$ cat src/rtl/mem_arb_pkg.sv
// mem_arb_pkg
//   Shared constants for the two-port memory arbiter.
//   - FSM state encoding (IDLE / ACCESS / RESP)
//   - Port identifiers (CPU = port 0, debug/program loader = port 1)
//   - Small helper that turns a port id into a one-hot request mask
package mem_arb_pkg;

  localparam logic [1:0] ST_IDLE   = 2'd0;
  localparam logic [1:0] ST_ACCESS = 2'd1;
  localparam logic [1:0] ST_RESP   = 2'd2;

  localparam logic PORT_CPU = 1'b0;
  localparam logic PORT_DBG = 1'b1;

  // One-hot mask bit for a port id: bit 0 = CPU, bit 1 = debug.
  function automatic logic [1:0] port_onehot(input logic id);
    port_onehot = (id == PORT_DBG) ? 2'b10 : 2'b01;
  endfunction

endpackage

$ cat src/rtl/mem_arbiter_rr_pick2.sv
// rr_pick2
//   Combinational two-way round-robin pick.
//   Ports:
//     req0, req1   raw requests from port 0 / port 1
//     last         port served most recently; the other port wins a tie
//     mask         per-port request mask (bit n suppresses reqn)
//     lock         (MEM_ARB_LOCK_EN only) port 1 wins whenever it requests
//     grant_valid  some unmasked request is present
//     grant_id     port chosen when grant_valid is high
//   Optional feature macro: MEM_ARB_LOCK_EN.
module rr_pick2
  import mem_arb_pkg::*;
(
  input  logic       req0,
  input  logic       req1,
  input  logic       last,
  input  logic [1:0] mask,
`ifdef MEM_ARB_LOCK_EN
  input  logic       lock,
`endif
  output logic       grant_valid,
  output logic       grant_id
);

  logic eff0;
  logic eff1;

  // A masked port drops out of the decision entirely, so a masked port-1
  // request can never hold off port 0, even with the lock asserted.
  assign eff0 = req0 & ~mask[0];
  assign eff1 = req1 & ~mask[1];

  always_comb begin
    grant_valid = eff0 | eff1;
    grant_id    = PORT_CPU;
`ifdef MEM_ARB_LOCK_EN
    if (lock && eff1) begin
      grant_id = PORT_DBG;
    end else
`endif
    if (eff0 && eff1) begin
      grant_id = ~last;
    end else if (eff1) begin
      grant_id = PORT_DBG;
    end else begin
      grant_id = PORT_CPU;
    end
  end

endmodule

$ cat src/rtl/mem_arbiter.sv
// mem_arbiter
//   Serialises accesses from the CPU (port 0) and the debug/program loader
//   (port 1) onto a single-port distributed RAM with asynchronous read.
//   Every access is: grant in IDLE or RESP, one ACCESS cycle driving the
//   memory from latched registers, one RESP cycle with a one-cycle ack.
//   Ports:
//     clk, rst                 clock (rising edge), async active-high reset
//     r0_* / r1_*              req/we/addr/wdata in, ack/rdata out per port
//     r1_lock                  (MEM_ARB_LOCK_EN only) port 1 priority hold
//     mem_a, mem_d, mem_we     memory address, write data, write enable
//     mem_spo                  asynchronous memory read data
//     busy                     FSM is not in IDLE
//     owner                    port of the current or most recent access
//   Optional feature macro: MEM_ARB_LOCK_EN.
module mem_arbiter
  import mem_arb_pkg::*;
#(
  parameter int ADDR_W = 9,
  parameter int DATA_W = 32
) (
  input  logic              clk,
  input  logic              rst,

  input  logic              r0_req,
  input  logic              r0_we,
  input  logic [ADDR_W-1:0] r0_addr,
  input  logic [DATA_W-1:0] r0_wdata,
  output logic              r0_ack,
  output logic [DATA_W-1:0] r0_rdata,

  input  logic              r1_req,
  input  logic              r1_we,
  input  logic [ADDR_W-1:0] r1_addr,
  input  logic [DATA_W-1:0] r1_wdata,
  output logic              r1_ack,
  output logic [DATA_W-1:0] r1_rdata,
`ifdef MEM_ARB_LOCK_EN
  input  logic              r1_lock,
`endif

  output logic [ADDR_W-1:0] mem_a,
  output logic [DATA_W-1:0] mem_d,
  output logic              mem_we,
  input  logic [DATA_W-1:0] mem_spo,

  output logic              busy,
  output logic              owner
);

  logic [1:0]        state;
  logic              last;
  logic [ADDR_W-1:0] lat_addr;
  logic [DATA_W-1:0] lat_wdata;
  logic              lat_we;
  logic [DATA_W-1:0] rdata_q;

  logic              grant_valid;
  logic              grant_id;
  logic [1:0]        req_mask;

  logic [ADDR_W-1:0] sel_addr;
  logic [DATA_W-1:0] sel_wdata;
  logic              sel_we;

  // In RESP the owner's request is still up (it only sees its ack now), so
  // it is masked to keep the same port from being re-granted immediately.
  assign req_mask = (state == ST_RESP) ? port_onehot(owner) : 2'b00;

  rr_pick2 u_pick (
    .req0        (r0_req),
    .req1        (r1_req),
    .last        (last),
    .mask        (req_mask),
`ifdef MEM_ARB_LOCK_EN
    .lock        (r1_lock),
`endif
    .grant_valid (grant_valid),
    .grant_id    (grant_id)
  );

  // Inputs of the port being granted, ready to be latched.
  always_comb begin
    sel_addr  = r0_addr;
    sel_wdata = r0_wdata;
    sel_we    = r0_we;
    if (grant_id == PORT_DBG) begin
      sel_addr  = r1_addr;
      sel_wdata = r1_wdata;
      sel_we    = r1_we;
    end
  end

  always_ff @(posedge clk or posedge rst) begin
    if (rst) begin
      state     <= ST_IDLE;
      last      <= PORT_DBG;
      owner     <= PORT_CPU;
      lat_addr  <= '0;
      lat_wdata <= '0;
      lat_we    <= 1'b0;
      rdata_q   <= '0;
    end else begin
      case (state)
        ST_IDLE: begin
          if (grant_valid) begin
            lat_addr  <= sel_addr;
            lat_wdata <= sel_wdata;
            lat_we    <= sel_we;
            owner     <= grant_id;
            state     <= ST_ACCESS;
          end
        end
        ST_ACCESS: begin
          // For a write this captures the word before it is overwritten.
          rdata_q <= mem_spo;
          state   <= ST_RESP;
        end
        ST_RESP: begin
          last <= owner;
          if (grant_valid) begin
            lat_addr  <= sel_addr;
            lat_wdata <= sel_wdata;
            lat_we    <= sel_we;
            owner     <= grant_id;
            state     <= ST_ACCESS;
          end else begin
            state <= ST_IDLE;
          end
        end
        default: state <= ST_IDLE;
      endcase
    end
  end

  // Pure decode of state: the async reset of state removes the write enable
  // immediately, so an aborted ACCESS never commits.
  assign mem_we = (state == ST_ACCESS) & lat_we;
  assign mem_a  = lat_addr;
  assign mem_d  = lat_wdata;
  assign busy   = (state != ST_IDLE);

  assign r0_ack   = (state == ST_RESP) & (owner == PORT_CPU);
  assign r1_ack   = (state == ST_RESP) & (owner == PORT_DBG);
  assign r0_rdata = r0_ack ? rdata_q : '0;
  assign r1_rdata = r1_ack ? rdata_q : '0;

endmodule
$ cat config.mk
export PLATFORM = sky130hd
export DESIGN_NAME = mem_arbiter
export DESIGN_NICKNAME = d
export VERILOG_FILES = /design/src/rtl/mem_arb_pkg.sv /design/src/rtl/mem_arbiter_rr_pick2.sv /design/src/rtl/mem_arbiter.sv
export SDC_FILE = /design/constraint.sdc
export NUM_CORES = 1
export LEC_CHECK = 0
export ABC_AREA = 0
export CORE_MARGIN = 3
export CORE_UTILIZATION = 39
export DETAILED_ROUTE_END_ITERATION = 6
export GPL_TIMING_DRIVEN = 0
export PLACE_DENSITY = 0.81
export SETUP_SLACK_MARGIN = 0.3
export SYNTH_ARGS = -nofsm -noshare
export SYNTH_HDL_FRONTEND = slang
export SYNTH_SLANG_ARGS = --single-unit
$ cat constraint.sdc
create_clock -name clk -period 2.7 [get_ports clk]
set_clock_uncertainty 0.1 [all_clocks]
set_input_delay 0.405 -clock clk [delete_from_list [all_inputs] [get_ports clk]]
set_output_delay 0.405 -clock clk [all_outputs]
set_load 0.03 [all_outputs]
* Word-level counts from Yosys, hierarchy flattened
Index checks and enable logic that the tools add are counted.
Storage, ports and cells: bits of input ports 120, word-level logic and storage cells 37, output and inout bits 110, register bits after elaboration 78
Operators by class: bitwise gates (word level) 10, equal/unequal tests 3, muxes and demuxes 12, reductions and logical operators 5
Operator list (count):
- $mux W32 | 3
- $mux W9 | 1
- $mux W2 | 3
- $pmux W2 S3 | 1
- $and A1 B1 Y1 | 5
- $mux W1 | 4
- $not A1 Y1 | 4
- $eq A2 B1 Y1 const B | 1
- $eq A2 B2 Y1 const B | 1
- $logic_not A2 Y1 | 1
- $ne A2 B2 Y1 const B | 1
- $reduce_and A2 Y1 | 1
- $reduce_bool A2 Y1 | 1
- $reduce_or A2 Y1 | 1
- $logic_and A1 B1 Y1 | 1
- $or A1 B1 Y1 | 1

* Logic depth before layout (Yosys ltp)
Gate-level depths: netlist of run 1.
word-level depth 7, mapped depth 7, gate-level depth less buffers 4

* Hierarchy
From an unflattened synthesis of run 1, not the netlist that was laid out.
Second synthesis, totals: cells, all modules 294, area total of the unflattened synthesis 3927.5 um2
By module, submodules not included:
- mem_arbiter | cells each 289, sequential area each 1953.1 um2, area an instance 3888.7 um2, instances 1
- rr_pick2 | cells each 5, sequential area each 0.0 um2, area an instance 38.8 um2, instances 1

* Least setup slack after synthesis of run 1
No wires, ideal clock.
path type reg-to-reg, start register owner, end register lat_addr[0], in the netlist mem_a[0], stages on the path, launching flop included 8, arrival time 2.015 ns, buffers on the path 3, period minus slack after synthesis 2.240 ns, setup slack 0.460 ns, setup time 0.125 ns, cell sequence dfrtp_1 -> and3b_1 -> buf_6 -> a311o_1 -> buf_6 -> buf_8 -> mux2_4 -> mux2_4
On the way: word-level cells in the longest chain between the ends 7, elaborated cells on any way between the ends 12, those cells by class 5 x mux; 5 x bitwise; 2 x reduce/logical
RTL lines:
- start: declaration | RTL line mem_arbiter.sv:47 | output logic owner
- start signal: assignment | RTL line mem_arbiter.sv:109 | owner <= grant_id;
- start signal: assignment | RTL line mem_arbiter.sv:124 | owner <= grant_id;
- $mux W2 (*) | RTL line mem_arb_pkg.sv:17 | port_onehot = (id == PORT_DBG) ? 2'b10 : 2'b01;
- $mux W2 (*) | RTL line mem_arbiter.sv:67 | assign req_mask = (state == ST_RESP) ? port_onehot(owner) : 2'b00;
- $not A1 Y1 (on tied branches) | RTL line mem_arbiter_rr_pick2.sv:31, mem_arbiter_rr_pick2.sv:30
- $and A1 B1 Y1 (on tied branches) | RTL line mem_arbiter_rr_pick2.sv:31, mem_arbiter_rr_pick2.sv:30
- $mux W1 / $logic_and A1 B1 Y1 (equally long branches) | RTL line mem_arbiter_rr_pick2.sv:43, mem_arbiter_rr_pick2.sv:41
- $mux W1 | RTL line mem_arbiter_rr_pick2.sv:41 | if (eff0 && eff1) begin
- $mux W9 | RTL line mem_arbiter.sv:86 | if (grant_id == PORT_DBG) begin
- end signal: assignment | RTL line mem_arbiter.sv:106 | lat_addr <= sel_addr;
- end signal: assignment | RTL line mem_arbiter.sv:121 | lat_addr <= sel_addr;
- end: declaration | RTL line mem_arbiter.sv:52 | logic [ADDR_W-1:0] lat_addr;
Mark *: on every way between the ends. The rest lies on a longest branch, timed or not. A chain may end at the register's enable or synchronous reset.

* Final worst setup path of run 1
start input r0_req, end register lat_wdata[21], in the netlist mem_d[21]
On the way: word-level cells in the longest chain between the ends 4, elaborated cells on any way between the ends 6, those cells by class 2 x mux; 2 x bitwise; 2 x reduce/logical
RTL lines:
- start: declaration | RTL line mem_arbiter.sv:24 | input logic r0_req,
- $and A1 B1 Y1 (*) | RTL line mem_arbiter_rr_pick2.sv:30 | assign eff0 = req0 & ~mask[0];
- $logic_and A1 B1 Y1 | RTL line mem_arbiter_rr_pick2.sv:41
- $mux W1 | RTL line mem_arbiter_rr_pick2.sv:41
- $mux W32 | RTL line mem_arbiter.sv:86
- end signal: assignment | RTL line mem_arbiter.sv:107 | lat_wdata <= sel_wdata;
- end signal: assignment | RTL line mem_arbiter.sv:122 | lat_wdata <= sel_wdata;
- end: declaration | RTL line mem_arbiter.sv:53 | logic [DATA_W-1:0] lat_wdata;
Marked as above.

==> out/metrics.csv, run 1 <==
metric,value,unit
status,"complete, no violations",
syn_nets,483,
grt_start_max_net_pins,31,
post-route-period-util,84.8,%
dr.pass1.iters,4,
max_freq,437,MHz
hold_ws,351,ps
internal-power,4.14,mW
synth_top_area_share,45.7,%
setup_viol,0,
rsz0062_at_grt,yes,
cts.clk_slew.worst_paths,80,ps
irDropWorstVdd,0.557,mV
die_x,110,um
placedCellCount,730,
cap_violations,0,
power_frac_seq,30.4,%
yosysTopAreaCell,dfrtp_1,
power_frac_comb,58.8,%
antenna_cells,0,
post_route_cells_drive_above_1_share,29.3,%
synth_area,4210,sq um
p_leak,3.28,nW
netSwitchingFraction,41.6,%
critical_path_required,2810,ps
crit_type,input port to flop,
synth-seq-area-share,46.4,%
setup_tns,0,ps
grt_usage,18.9,%
wl_per_cell,15.7,um
first_iter_violations,108,
ys_top_cells_by_area,"dfrtp_1 (46%), mux2_4 (27%), and2_1 (9.5%)",
finalHoldViolations,0,
max-slew-margin-rel,53.2,%
final_cell_mix,"clkdlybuf4s50_1 (162), nand2_1 (96), mux2_4 (76), dfrtp_1 (76), and2_1 (64)",
fin_cells,746,
core_area,10400,sq um
fin_nets,725,
p_sw,2.95,mW
fin_crit,2290,ps
vias,3449,
cts_setup_buffers,0,
synth_warnings,0,
cts_buffers,9,
place_congestion,0.782,
drc,0,
cts_hold_buf,0,
power.share.clock,10.8,%
grt_pass1_wl,17500,um
clk_latency,330,ps
grt_remaining_overflow,0,
ys_seq_elements,78,
synthCells,363,
hpwl,9440,um
critPathArrivalTime,2400,ps
start_util,40.4,%
h-tree-depth,3,
port_buffers,229,
dieArea,12100,sq um
cts_root_buffer,clkbuf_8,
cts_tree,done,
hold_path_class,input port to async pin,
avgViaCountPerCell,4.62,
ios,230,
clock_sinks,78,
ys_types,23,
tightest_slew,703,ps
worst-path-max-fanout,10,
grt_pass1_vias,3500,
row_count,37,
ant_nets,0,
die_h,110,um
area.growth.synth_to_final,62.0,%
clock_path_buffers,2,
ctsResizeCount,151,
endpoint_kind,flop,
power_density,1040,nW/um^2
report.final.slew_viol_count,0,
antenna_found_initial,0,
drt_wl_total,11700,um
final_common_cell,clkdlybuf4s50_1,
syn_area_per_cell,11.6,sq um
start_kind,input port,
-- cell usage after synthesis --
cell	number
buf_8	3
inv_1	6
buf_2	5
buf_12	1
dfstp_2	1
and3b_1	1
mux2_2	6
dfrtp_1	77
nor2_1	2
and2_1	64
nand2b_1	2
buf_1	2
a311o_1	1
or2b_1	1
mux2_4	76
mux2i_1	3
buf_6	2
or2_2	1
nand2_1	96
a21o_1	1
a311oi_2	1
a21oi_1	1
clkbuf_1	10
-- state kept, by name (all words and copies together), names as in the netlist --
register and cells:
rdata_q 32, owner 1, lat_we 1, mem_a 9
state 2, last 1, mem_d 32
-- cell type report --
| type | count | area [sq um] |
|---|---|---|
| repair buffers | 231 | 2250 |
| inverters | 6 | 26.3 |
| flip-flops and latches | 78 | 1950 |
| multi-input cells | 256 | 2090 |
| clock inverters | 4 | 22.5 |
| clock buffers | 12 | 145 |
| plain buffers | 23 | 173 |
| fillers | 836 | 3590 |
| well taps | 136 | 170 |
-- final timing paths --
check                            start     endpoint  slack, ps  cells past startpoint
max reg2reg                      owner    mem_d[21]        470                      5
min reg2reg                rdata_q[23]  rdata_q[23]        390                      2
min                                rst    mem_d[24]        350                      2
max                             r0_req    mem_d[21]        410                      5
min in group clk           rdata_q[23]  rdata_q[23]        390                      2
max in group asynchronous          rst         last       1550                      3
-- worst max-delay path: stages --
cell and delay (ps):
clkdlybuf4s50_1 510, inv_1 60, a311oi_2 630, buf_2 450, mux2_4 330
-- metal layers --
metal  routed length, um  global-route usage (%)
met1                4440                    21.7
met2                6210                    34.4
met3                 834                    4.05
met4                 231                    6.77
met5                   0                       0
-- cells by family after synthesis --
logic type | Yosys count | share of synthesized area (%)
multiplexers | 85 | 29.4
flip-flops | 78 | 46.4
AO/OA/AOI/OAI | 4 | 0.891
buffers and inverters | 29 | 4.28
AND/OR/NAND/NOR | 167 | 19.1
-- power by group through the flow --
stage	Combinational, mW	Sequential, mW	Clock (mW)
floorplan	2.10	2.72	0
global placement	4.18	2.13	0
detailed placement	4.28	2.16	0
CTS	4.22	2.16	0.784
global route	4.43	2.24	0.841
finish	4.17	2.15	0.762
-- stage by stage --
| step | utilization [%] | area, sq um | setup WS, ps | total power [mW] |
|---|---|---|---|---|
| 2_1_floorplan | - | 4220 | 460 | 4.82 |
| 3_3_place_gp | 64.1 | 6680 | 24.3 | 6.31 |
| 3_5_place_dp | 64.5 | 6720 | 3.47 | 6.44 |
| 4_1_cts | 66.3 | 6910 | 174 | 7.16 |
| 5_1_grt | 65.5 | 6830 | 292 | 7.51 |
| 6_report | 65.5 | 6830 | 409 | 7.09 |
Note: power is estimated with default switching activity, not from simulation.
==> run 2: changes to the inputs <==
==> constraint.sdc (replaced) <==
create_clock -name clk -period 2.3 [get_ports clk]
set_clock_uncertainty 0.1 [all_clocks]
set_input_delay 0.345 -clock clk [delete_from_list [all_inputs] [get_ports clk]]
set_output_delay 0.345 -clock clk [all_outputs]
set_load 0.03 [all_outputs]
==> out/metrics.csv, run 2 (same netlist as run 1, synthesis figures left out) <==
metric,value,unit,change
cts_buffers,9,,unchanged
critPathLaunch,state[1],,was r0_req
cp.depth,7,,was 5
r2r-end,mem_d[22],,was mem_d[21]
final_common_cell,clkdlybuf4s50_1,,unchanged
endpoint_kind,flop,,unchanged
antenna_cells,0,,unchanged
irDropWorstVdd,0.582,mV,was 0.557 mV
status,"complete, no violations",,unchanged
crit_type,flop to flop,,was input port to flop
drc,0,,unchanged
wl_per_cell,17.3,um,was 15.7 um
row_count,37,,unchanged
report.final.slew_viol_count,0,,unchanged
endpoint,mem_d[22],,was mem_d[21]
cts_root_buffer,clkbuf_8,,unchanged
hold_path_class,flop to flop,,was input port to async pin
setup_viol,0,,unchanged
power_frac_comb,61.3,%,was 58.8%
power_density,1250,nW/um^2,was 1040 nW/um^2
fin_nets,747,,was 725
die_h,110,um,unchanged
cts.clk_slew.worst_paths,80,ps,about the same
final_area,7410,sq um,was 6830 sq um
p_total,9.27,mW,was 7.09 mW
dieArea,12100,sq um,unchanged
power.share.clock,10.9,%,was 10.8%
cts_tree,done,,unchanged
place_ws,-427,ps,was 3.47 ps
grt_pass1_wl,19700,um,was 17500 um
crit-reg2reg-launch,state[1],,was owner
clock_path_buffers,2,,unchanged
finalHoldViolations,0,,unchanged
worst-path-max-fanout,10,,unchanged
clock_sinks,78,,unchanged
internal-power,5.53,mW,was 4.14 mW
fin_crit,2130,ps,
p_sw,3.75,mW,was 2.95 mW
place_area,6700,sq um,was 6720 sq um
rsz0062_at_grt,yes,,unchanged
r2r_slack,170,ps,was 470 ps
start_util,40.4,%,unchanged
h-tree-depth,3,,unchanged
start_kind,flop,,was input port
reg2reg_depth,7,,was 5
max_freq,469,MHz,
p_leak,3.61,nW,was 3.28 nW
place_congestion,0.743,,was 0.782
port_buffers,229,,unchanged
area.growth.synth_to_final,75.9,%,was 62.0%
hpwl,9850,um,was 9440 um
ant_nets,0,,unchanged
grt_pass1_vias,3764,,was 3500
final_core_util,71.1,%,was 65.5%
crit_family,multiplexers,,was buffers and inverters
dr.pass1.iters,6,,was 4
netSwitchingFraction,40.4,%,was 41.6%
crit_path_cell_trace,"and3b_1, buf_6, a311o_1, buf_6, buf_12, mux2_4, mux2_4",,"was clkdlybuf4s50_1, inv_1, a311oi_2, buf_2, mux2_4"
setup_ws,166,ps,was 409 ps
final_cell_mix,"clkdlybuf4s50_1 (160), nand2_1 (96), mux2_4 (81)",,"was clkdlybuf4s50_1 (162), nand2_1 (96), mux2_4 (76), dfrtp_1 (76), and2_1 (64)"
cts_hold_buf,0,,unchanged
critical_path_required,2420,ps,was 2810 ps
core_area,10400,sq um,unchanged
slowest_delay,430,ps,was 630 ps
die_x,110,um,unchanged
worst_path_max_delay_cell,dfrtp_2,,was a311oi_2
max-slew-margin-rel,42.9,%,was 53.2%
cap_violations,0,,unchanged
first_iter_violations,157,,was 108
power_frac_seq,27.8,%,was 30.4%
worst-path-buf-inv,3,,unchanged
clk_latency,330,ps,about the same
setup_tns,0,ps,unchanged
drt_wl_total,13300,um,was 11700 um
vias,3679,,was 3449
ios,230,,unchanged
post_route_cells_drive_above_1_share,39.0,%,was 29.3%
tightest_slew,855,ps,was 703 ps
critPathArrivalTime,2250,ps,was 2400 ps
post-route-period-util,92.8,%,
grt_remaining_overflow,0,,unchanged
avgViaCountPerCell,4.80,,was 4.62
antenna_found_initial,0,,unchanged
grt_usage,21.3,%,was 18.9%
grt_start_max_net_pins,42,,was 31
run 2: cell types whose count changed in the layout (fill, tap and decap cells not counted), sizes merged:
cell           previous run  this run
buf                      23        98
clkdlybuf4s15            33         1
clkbuf                   37        28
dlygate4sd2               9         0
clkinv                    3         0
clkdlybuf4s18             2         0
clkdlybuf4s50           162       160
bufinv                    0         1
clkinvlp                  2         3
dlymetal6s2s              0         1
run 2: worst register-to-register path: cells and delay by family (launching register included):
| family | cells | cell delay, ps |
|---|---|---|
| flip-flops | 1 | 430 |
| AO/OA/AOI/OAI | 1 | 300 |
| AND/OR/NAND/NOR | 1 | 180 |
| multiplexers | 2 | 550 |
| buffers and inverters | 3 | 450 |
run 2: area by class of cell:
cell class	instances	area, sq um
Clock buffer	12	145
Sequential cell	78	1960
Buffer	23	277
Inverter	6	26.3
Timing Repair Buffer	253	2580
Multi-Input combinational cell	256	2200
Clock inverter	3	45.0
Tap cell	136	170
Fill cell	728	3010
run 2: stage by stage:
| stage | hold slack (ps) | instances |
|---|---|---|
| 2_1_floorplan | 350 | 363 |
| 3_3_place_gp | 365 | 728 |
| 3_5_place_dp | 374 | 729 |
| 4_1_cts | 394 | 760 |
| 5_1_grt | 419 | 767 |
| 6_report | 397 | 767 |
run 2: timing repair:
action	CTS	global route
setup buffers	13	6
cloned	3	1
gates resized for setup	473	90
pin swaps	3	0
endpoints found under the setup margin	112	118
run 2: how the worst min path moves through the flow:
stage / startpoint / end / depth (start not counted)
6_report: rdata_q[14] / rdata_q[14] / 2
4_1_cts: rdata_q[17] / rdata_q[17] / 2
3_5_place_dp: rdata_q[17] / rdata_q[17] / 2
2_1_floorplan: mem_spo[0] / rdata_q[0] / 2
5_1_grt: mem_spo[7] / rdata_q[7] / 3
3_3_place_gp: rdata_q[14] / rdata_q[14] / 2
run 2: metal layers:
metal | global-route usage, % | share of wire (%)
met3 | 7.11 | 9.9
met2 | 37.8 | 52
met5 | 0 | 0
met1 | 23.2 | 35
met4 | 8.37 | 2.8
run 2: power groups by stage:
stage / combinational (mW) / clock [mW] / sequential [mW]
after floorplan: 2.47 / 0 / 3.20
after global placement: 4.92 / 0 / 2.51
after detailed placement: 5.05 / 0 / 2.55
after CTS: 5.47 / 1.04 / 2.54
after global routing: 6.02 / 1.10 / 2.66
final: 5.68 / 1.01 / 2.57
